**config.mk**
```make
export PLATFORM = sky130hd
export DESIGN_NAME = pwm_generator
export DESIGN_NICKNAME = d
export VERILOG_FILES = /design/src/rtl/pwm_pkg.sv /design/src/rtl/pwm_prescaler.sv /design/src/rtl/pwm_generator.sv
export SDC_FILE = /design/constraint.sdc
export NUM_CORES = 1
export LEC_CHECK = 0
export ABC_AREA = 1
export CAP_MARGIN = 5
export CELL_PAD_IN_SITES_DETAIL_PLACEMENT = 0
export CELL_PAD_IN_SITES_GLOBAL_PLACEMENT = 2
export CORE_MARGIN = 4
export CORE_UTILIZATION = 30
export DETAILED_ROUTE_END_ITERATION = 7
export MAX_ROUTING_LAYER = met4
export PLACE_DENSITY = 0.77
export REMOVE_ABC_BUFFERS = 1
export SYNTH_ARGS = -nofsm -noshare
export SYNTH_HDL_FRONTEND = slang
export SYNTH_SLANG_ARGS = --single-unit
```
**constraint.sdc**
```tcl
create_clock -name clk -period 3.9 [get_ports clk]
set_input_delay 0.585 -clock clk [delete_from_list [all_inputs] [get_ports clk]]
set_output_delay 0.585 -clock clk [all_outputs]
set_load 0.01 [all_outputs]
```
**src/rtl/pwm_pkg.sv**
```systemverilog
`default_nettype none
// +----------------------------------------------------------------------------+
// | pwm_pkg : shared state encoding, period helper and default parameters for  |
// |           the PWM generator and its prescaler.                             |
// | Rev 1.0                                                                    |
// +----------------------------------------------------------------------------+
package pwm_pkg;

  localparam int unsigned DEF_WIDTH    = 8;
  localparam int unsigned DEF_PRESCALE = 4;
  localparam int unsigned DEF_DEADTIME = 2;

  typedef enum logic [2:0] {
    S_OFF  = 3'd0,
    S_LO   = 3'd1,
    S_DT_H = 3'd2,
    S_HI   = 3'd3,
    S_DT_L = 3'd4
  } pwm_state_e;

  // Top count is one below all-ones so a full-scale duty word yields a constant high.
  function automatic int unsigned pwm_max_cnt(input int unsigned width);
    return (32'd1 << width) - 32'd2;
  endfunction

endpackage
`default_nettype wire

```
**src/rtl/pwm_prescaler.sv**
```systemverilog
`default_nettype none
// +----------------------------------------------------------------------------+
// | pwm_prescaler : divides clk into a one-cycle tick every PRESCALE cycles;   |
// |                 clr resets and holds the divider with no tick.             |
// | Rev 1.0                                                                    |
// +----------------------------------------------------------------------------+
module pwm_prescaler
  import pwm_pkg::*;
#(
  parameter int unsigned PRESCALE = DEF_PRESCALE
) (
  input  logic clk,
  input  logic rst,
  input  logic clr,
  output logic tick
);

  // A one-bit divider is kept even for PRESCALE=1; it simply never leaves zero.
  localparam int unsigned      c_PW   = (PRESCALE > 1) ? $clog2(PRESCALE) : 1;
  localparam logic [c_PW-1:0]  c_LAST = c_PW'(PRESCALE - 1);

  logic [c_PW-1:0] presc_q;
  logic [c_PW-1:0] presc_d;

  always_comb begin
    presc_d = presc_q;
    if (clr || (presc_q == c_LAST)) begin
      presc_d = '0;
    end else begin
      presc_d = presc_q + 1'b1;
    end
  end

  always_ff @(posedge clk or posedge rst) begin
    if (rst) begin
      presc_q <= '0;
    end else begin
      presc_q <= presc_d;
    end
  end

  assign tick = ~clr & (presc_q == c_LAST);

endmodule
`default_nettype wire

```
**src/rtl/pwm_generator.sv**
```systemverilog
`default_nettype none
// +----------------------------------------------------------------------------+
// | pwm_generator : fixed-frequency complementary PWM with double-buffered     |
// |                 duty and dead-time insertion around every edge.            |
// | Rev 1.0                                                                    |
// +----------------------------------------------------------------------------+
module pwm_generator
  import pwm_pkg::*;
#(
  parameter int unsigned WIDTH    = DEF_WIDTH,
  parameter int unsigned PRESCALE = DEF_PRESCALE,
  parameter int unsigned DEADTIME = DEF_DEADTIME
) (
  input  logic             clk,
  input  logic             rst,
  input  logic             en,
  input  logic [WIDTH-1:0] duty_in,
  input  logic             duty_load,
  output logic             pwm_out,
  output logic             pwm_n,
  output logic             period_end
);

  localparam logic [WIDTH-1:0] c_MAX_CNT = WIDTH'(pwm_max_cnt(WIDTH));
  localparam int unsigned      c_DTW     = (DEADTIME > 1) ? $clog2(DEADTIME) : 1;
  localparam logic [c_DTW-1:0] c_DT_LOAD = (DEADTIME > 0) ? c_DTW'(DEADTIME - 1) : '0;

  logic             w_clr;
  logic             w_tick;
  logic             w_wrap;
  logic             w_raw;

  logic [WIDTH-1:0] cnt_q,     cnt_d;
  logic [WIDTH-1:0] pending_q, pending_d;
  logic [WIDTH-1:0] active_q,  active_d;
  logic [c_DTW-1:0] dt_q,      dt_d;
  pwm_state_e       state_q,   state_d;
  logic             pwm_out_q, pwm_out_d;
  logic             pwm_n_q,   pwm_n_d;
  logic             period_end_q;

  // Timebase is frozen at zero whenever the output stage is idle or disabled.
  assign w_clr = ~en | (state_q == S_OFF);

  pwm_prescaler #(
    .PRESCALE (PRESCALE)
  ) u_prescaler (
    .clk  (clk),
    .rst  (rst),
    .clr  (w_clr),
    .tick (w_tick)
  );

  assign w_wrap = w_tick & (cnt_q == c_MAX_CNT);
  assign w_raw  = (cnt_q < active_q);

  always_comb begin
    cnt_d     = cnt_q;
    active_d  = active_q;
    pending_d = duty_load ? duty_in : pending_q;
    if (w_clr) begin
      cnt_d = '0;
      if (en) begin
        active_d = pending_q;
      end
    end else if (w_wrap) begin
      cnt_d    = '0;
      active_d = pending_q;
    end else if (w_tick) begin
      cnt_d = cnt_q + 1'b1;
    end
  end

  always_comb begin
    state_d = state_q;
    dt_d    = dt_q;
    if (!en) begin
      state_d = S_OFF;
      dt_d    = '0;
    end else begin
      case (state_q)
        S_OFF: state_d = S_LO;
        S_LO: begin
          if (w_raw) begin
            if (DEADTIME == 0) begin
              state_d = S_HI;
            end else begin
              state_d = S_DT_H;
              dt_d    = c_DT_LOAD;
            end
          end
        end
        S_DT_H: begin
          if (!w_raw) begin
            state_d = S_LO;
          end else if (dt_q == '0) begin
            state_d = S_HI;
          end else begin
            dt_d = dt_q - 1'b1;
          end
        end
        S_HI: begin
          if (!w_raw) begin
            if (DEADTIME == 0) begin
              state_d = S_LO;
            end else begin
              state_d = S_DT_L;
              dt_d    = c_DT_LOAD;
            end
          end
        end
        S_DT_L: begin
          if (w_raw) begin
            state_d = S_HI;
          end else if (dt_q == '0) begin
            state_d = S_LO;
          end else begin
            dt_d = dt_q - 1'b1;
          end
        end
        default: state_d = S_OFF;
      endcase
    end
  end

  // Outputs decode the next state so the pins are registered yet still move one clk after raw.
  always_comb begin
    pwm_out_d = 1'b0;
    pwm_n_d   = 1'b0;
    case (state_d)
      S_HI:    pwm_out_d = 1'b1;
      S_LO:    pwm_n_d   = 1'b1;
      default: ;
    endcase
  end

  always_ff @(posedge clk or posedge rst) begin
    if (rst) begin
      cnt_q        <= '0;
      pending_q    <= '0;
      active_q     <= '0;
      dt_q         <= '0;
      state_q      <= S_OFF;
      pwm_out_q    <= 1'b0;
      pwm_n_q      <= 1'b0;
      period_end_q <= 1'b0;
    end else begin
      cnt_q        <= cnt_d;
      pending_q    <= pending_d;
      active_q     <= active_d;
      dt_q         <= dt_d;
      state_q      <= state_d;
      pwm_out_q    <= pwm_out_d;
      pwm_n_q      <= pwm_n_d;
      period_end_q <= w_wrap;
    end
  end

  assign pwm_out    = pwm_out_q;
  assign pwm_n      = pwm_n_q;
  assign period_end = period_end_q;

endmodule
`default_nettype wire
```
* Yosys cells after proc, flatten, opt, wreduce, memory -nomap -nowiden *
Index checks and enable logic that the tools add are counted.

word-level totals
  flip-flop bits (word level) = 33
  bits of input ports = 12
  output and inout bits = 3

operators by class
  add/sub/neg operators = 3
  order comparisons = 1
  equality and inequality tests = 14
  multiplexer cells = 24
  bitwise gates (word level) = 5
  reductions and logical operators = 6

operator list
  operator               number
  $mux W8                6
  $mux W3                7
  $pmux W3 S5            1
  $ne A3 B3 Y1 const B   4
  $eq A3 B2 Y1 const B   3
  $add A8 B1 Y8 const B  1
  $eq A8 B8 Y1 const B   1
  $lt A8 B8 Y1           1
  $mux W1                8
  $eq A3 B1 Y1 const B   2
  $ne A5 B1 Y1 const B   1
  $reduce_and A5 Y1      1
  $pmux W1 S4            1
  $eq A3 B3 Y1 const B   1
  $logic_not A3 Y1       1
  $reduce_bool A3 Y1     1
  $add A2 B1 Y2 const B  1
  $and A1 B1 Y1          2
  $eq A2 B2 Y1 const B   1
  $mux W2                1
  $ne A2 B2 Y1 const B   1
  $not A1 Y1             2
  $reduce_and A2 Y1      1
  $reduce_bool A2 Y1     1
  other kinds (3)        3

* Longest topological paths before layout *
  word-level depth = 7
  gate-level depth with buffers = 13

* Modules after synthesis *
A second synthesis with hierarchy kept.

second synthesis, totals
  cell total of the unflattened synthesis = 199
  area total of the unflattened synthesis = 1799.2 µm²

modules (own cells, without submodules)
  module         instances  cells an instance  area an instance (µm²)  sequential area each (µm²)
  pwm_generator  1          188                1706.6                  775.7
  pwm_prescaler  1          11                 92.6                    50.0

* Worst setup path after synthesis *
Ideal clock, no wire load.

  path type = reg-to-reg
  from = register cnt_q[7]
  to = register pwm_n_q (netlist: pwm_n)
  setup time = 124 ps
  arrival = 1308 ps
  path slack = 2468 ps
  cell stages (with the launch flop) = 7
  path buffers = 0
  period minus slack after synthesis = 1432 ps
  path through = dfrtp_1 > ha_1 > a21oi_1 > o21a_1 > nand2_1 > nor3b_2 > nor2_1

between the ends
  cells in the longest elaborated chain, start to end = 6
  elaborated cells between the ends (all ways) = 9
  those cells by class = order compare: 1; eq/ne: 1; mux: 7

RTL lines
  what                        RTL line              RTL
  start, declared             pwm_generator.sv:33   logic [WIDTH-1:0] cnt_q, cnt_d;
  start signal, assigned      pwm_generator.sv:148  cnt_q <= cnt_d;
  $lt A8 B8 Y1 *              pwm_generator.sv:55   assign w_raw = (cnt_q < active_q);
  $mux W3 (on tied branches)  -
  $pmux W3 S5 *               pwm_generator.sv:81   case (state_q)
  $mux W3 *                   pwm_generator.sv:77   if (!en) begin
  named net state_d[1]        pwm_generator.sv:37   pwm_state_e state_q, state_d;
  $eq A3 B1 Y1 *              pwm_generator.sv:130  case (state_d)
  $mux W1 *                   pwm_generator.sv:130
  named net pwm_n_d           pwm_generator.sv:39   logic pwm_n_q, pwm_n_d;
  end signal, assigned        pwm_generator.sv:154  pwm_n_q <= pwm_n_d;
  end, declared               pwm_generator.sv:39

The timed path passes the listed nets; every way through them passes the cells marked *.
A chain may end at the register's enable or synchronous reset.

* Final worst setup path *
  from = input port en
  to = register active_q[4]

between the ends
  cells in the longest elaborated chain, start to end = 7
  elaborated cells between the ends (all ways) = 9
  those cells by class = eq/ne: 1; mux: 1; bitwise: 5; reduce/logical: 2

RTL lines
  what                          RTL line              RTL
  start, declared               pwm_generator.sv:16   input logic en,
  $not A1 Y1                    pwm_generator.sv:43   assign w_clr = ~en | (state_q == S_OFF);
  $or A1 B1 Y1                  pwm_generator.sv:43
  $not A1 Y1                    pwm_prescaler.sv:42   assign tick = ~clr & (presc_q == c_LAST);
  $and A1 B1 Y1                 pwm_prescaler.sv:42
  $and A1 B1 Y1                 pwm_generator.sv:54   assign w_wrap = w_tick & (cnt_q == c_MAX_CNT);
  $reduce_bool A2 Y1 (no line)  -
  $reduce_and A2 Y1 (no line)   -
  end signal, assigned          pwm_generator.sv:150  active_q <= active_d;
  end, declared                 pwm_generator.sv:35   logic [WIDTH-1:0] active_q, active_d;

Several ways; a longest one is shown, not always the timed one.

==> reports/qor.yml <==
run_status:
  outcome: "finished, final reports clean"
setup_path:
  critPathKind: "in -> reg"
  critPathBufInv: 2
  path_max_fanout: 16
  cp-start-kind: "primary input"
  crit_cells: 6
  critical-path-max-stage-delay_ns: 0.60
  slowest_stage: "clkdlybuf4s50_1"
  crit_arrival_ns: 1.95
  critPathTopFamily: "buffers and inverters"
  crit_end: "active_q[4]"
  reg2regPathDepth: 6
  r2r-start: "cnt_q[5]"
  crit_chain: "clkdlybuf4s50_1 -> nand2_2 -> nor2_2 -> inv_2 -> o22ai_4 -> o21ai_0"
  startpoint: "en"
  rrSetupSlack_ns: 2.22
  rr_endpoint: "pwm_n"
  endpoint_kind: "flip-flop"
  required_ns: 4.05
grt:
  grt_start_max_net_pins: 34
  antenna_found_initial: 0
  grt_pass1_wl_um: 5150
  grt.total_usage: 0.107
  grt_pass1_vias: 1125
  grt_overflow_total: 0
power_and_ir_drop:
  leakage_nw: 0.935
  swShare: 0.291
  p_seq_frac: 0.497
  p_sw_mw: 0.241
  pwr-share-comb: 0.206
  intPower_mw: 0.587
  power_density_nw_per_um2: 421
  vdd.ir_drop.worst_uv: 185
  pwr-share-clk: 0.297
final_layout:
  layout-drive-gt1-share: 0.142
  fin_nets: 225
  diodes: 0
  syn_to_final_growth_pct: 18.2
clock_tree:
  clkTransAtPathRegs_ns: 0.07
  htree_levels: 2
  cts_hold_buf: 0
  clock_latency_ns: 0.28
  cts_max_path_buffers: 2
  numCtsBuffers: 5
  cts_tree: "yes"
  cts_setup_buffers: 0
  cts_sinks: 33
  cts_resized: 0
  cts_root_buffer: "clkbuf_8"
die:
  start_util: 0.318
  coreArea_um2: 5240
  die_w_um: 82.5
  rows: 26
  fp.dieH_um: 82.5
  pin_count: 15
  die_area_um2: 6810
place:
  io_buffers: 14
  finalWeightedCongestion: 0.811
  dpl.hpwl_um: 2190
timing:
  final.min_clock_period_ns: 1.80
  layout_worst_path_cycle_share: 0.461
  max_slew_margin: 0.683
  rsz0062_at_grt: "no"
  setup_tns_ns: 0
  fmax_mhz: 556
  setup_viol: 0
  worstMarginPinSlew_ns: 0.474
  hold_slack_ns: 0.432
  slew_viol_final: 0
  hold_viol_final: 0
  skew_ns: 0.00786
yosys:
  avgSynthCellArea_um2: 9.10
  syn_inst: 183
  yosys_warnings: 0
  ys_seq_area_frac: 0.496
  netlist_area_um2: 1670
  ys_types: 25
  yosys_register_bits: 33
route:
  dr.pass1.iters: 4
  drc_errors: 0
  wire_per_inst_um: 10.7
  drt_iter0_drc: 50
  drt_wl_total_um: 2940
  vias: 1195
  viasPerCell: 4.36
  drtAntennaViolNets: 0
job:
  maxCapViolations: 0
worst_hold_path:
  min_path_type: "reg -> reg"
==> area by class of cell <==
cell class,count,area (um2)
Timing Repair Buffer,15,148
Clock buffer,6,72.6
Sequential cell,33,826
Tap cell,70,87.6
Clock inverter,2,10.0
Multi-Input combinational cell,120,719
Inverter,28,105
Fill cell,541,3270
==> how the worst min path moves through the flow <==
stage	from	to	slack [ns]	cells after the start
global route	u_prescaler.presc_q[0]	u_prescaler.presc_q[0]	0.46	1
global placement	u_prescaler.presc_q[0]	u_prescaler.presc_q[0]	0.43	1
finish	u_prescaler.presc_q[0]	u_prescaler.presc_q[0]	0.43	1
detailed placement	u_prescaler.presc_q[0]	u_prescaler.presc_q[0]	0.43	1
floorplan	u_prescaler.presc_q[0]	u_prescaler.presc_q[0]	0.41	1
CTS	u_prescaler.presc_q[0]	u_prescaler.presc_q[0]	0.44	1
==> metal layers <==
metal  share of wire  GRT usage  wire (um)  up-vias
met5               0          -          0        -
li1                -          -          -      631
met2            0.43      0.149       1250       21
met4           0.016     0.0605         48        0
met1            0.51      0.137       1490      539
met3           0.049     0.0325        144        4
==> metrics by stage <==
stage | cells | area [um2] | power [mW] | setup slack, ns | utilization
after detailed placement | 266 | 1890 | 0.593 | 1.79 | 0.360
final | 274 | 1970 | 0.828 | 2.10 | 0.376
after global routing | 274 | 1970 | 0.897 | 1.94 | 0.376
after global placement | 266 | 1890 | 0.591 | 1.84 | 0.360
after CTS | 274 | 1970 | 0.846 | 2.10 | 0.376
after floorplan | 181 | 1650 | 0.539 | 2.47 | -
==> flip-flops by register name, indices dropped and copies added (netlist names) <==
name / flops
active_q: 8
cnt_q: 8
pending_q: 8
state_q: 3
u_prescaler.presc_q: 2
dt_q: 1
period_end: 1
pwm_n: 1
pwm_out: 1
==> layout by cell type, fill, tap and decap left out, types with 3 or more instances in the layout <==
master            n
nand4_1           3
clkdlybuf4s50_1  14
clkbuf_8          5
inv_2             4
o21ai_0          17
ha_1             10
nor2_1           10
inv_1            24
nand2_1          40
nand3_1           9
dfrtp_1          33
mux2_2            7
nand2_2           4
a21oi_1           5
==> cell families after synthesis <==
family,share of synthesized area
AND/OR/NAND/NOR,0.186
XOR/XNOR,0.0158
adder cells (fa/ha/maj),0.0751
multiplexers,0.0473
flip-flops,0.496
buffers and inverters,0.0721
AO/OA/AOI/OAI,0.108
==> Yosys cell counts (all sizes together) <==
cell    instances  area (um2)
a21oi           5        25.0
a221oi          1        8.76
buf             1        11.3
clkbuf          1        3.75
dfrtp          33         826
ha             10         125
inv            28         105
mux2            7        78.8
nand2          44         175
nand3           9        45.0
nand4           3        18.8
nor2           12        50.1
nor3b           2        20.0
o21a            1        7.51
o21ai          21         113
o22ai           2        26.3
xnor2           1        8.76
xor2            2        17.5
==> power by group through the flow <==
stage               clock, mW  sequential [mW]  combinational [mW]
floorplan                   0            0.415               0.124
global placement            0            0.417               0.173
detailed placement          0            0.418               0.175
CTS                     0.259            0.412               0.176
global route            0.274            0.417               0.205
finish                  0.246            0.411               0.171
(Power assumes the default switching activity.)
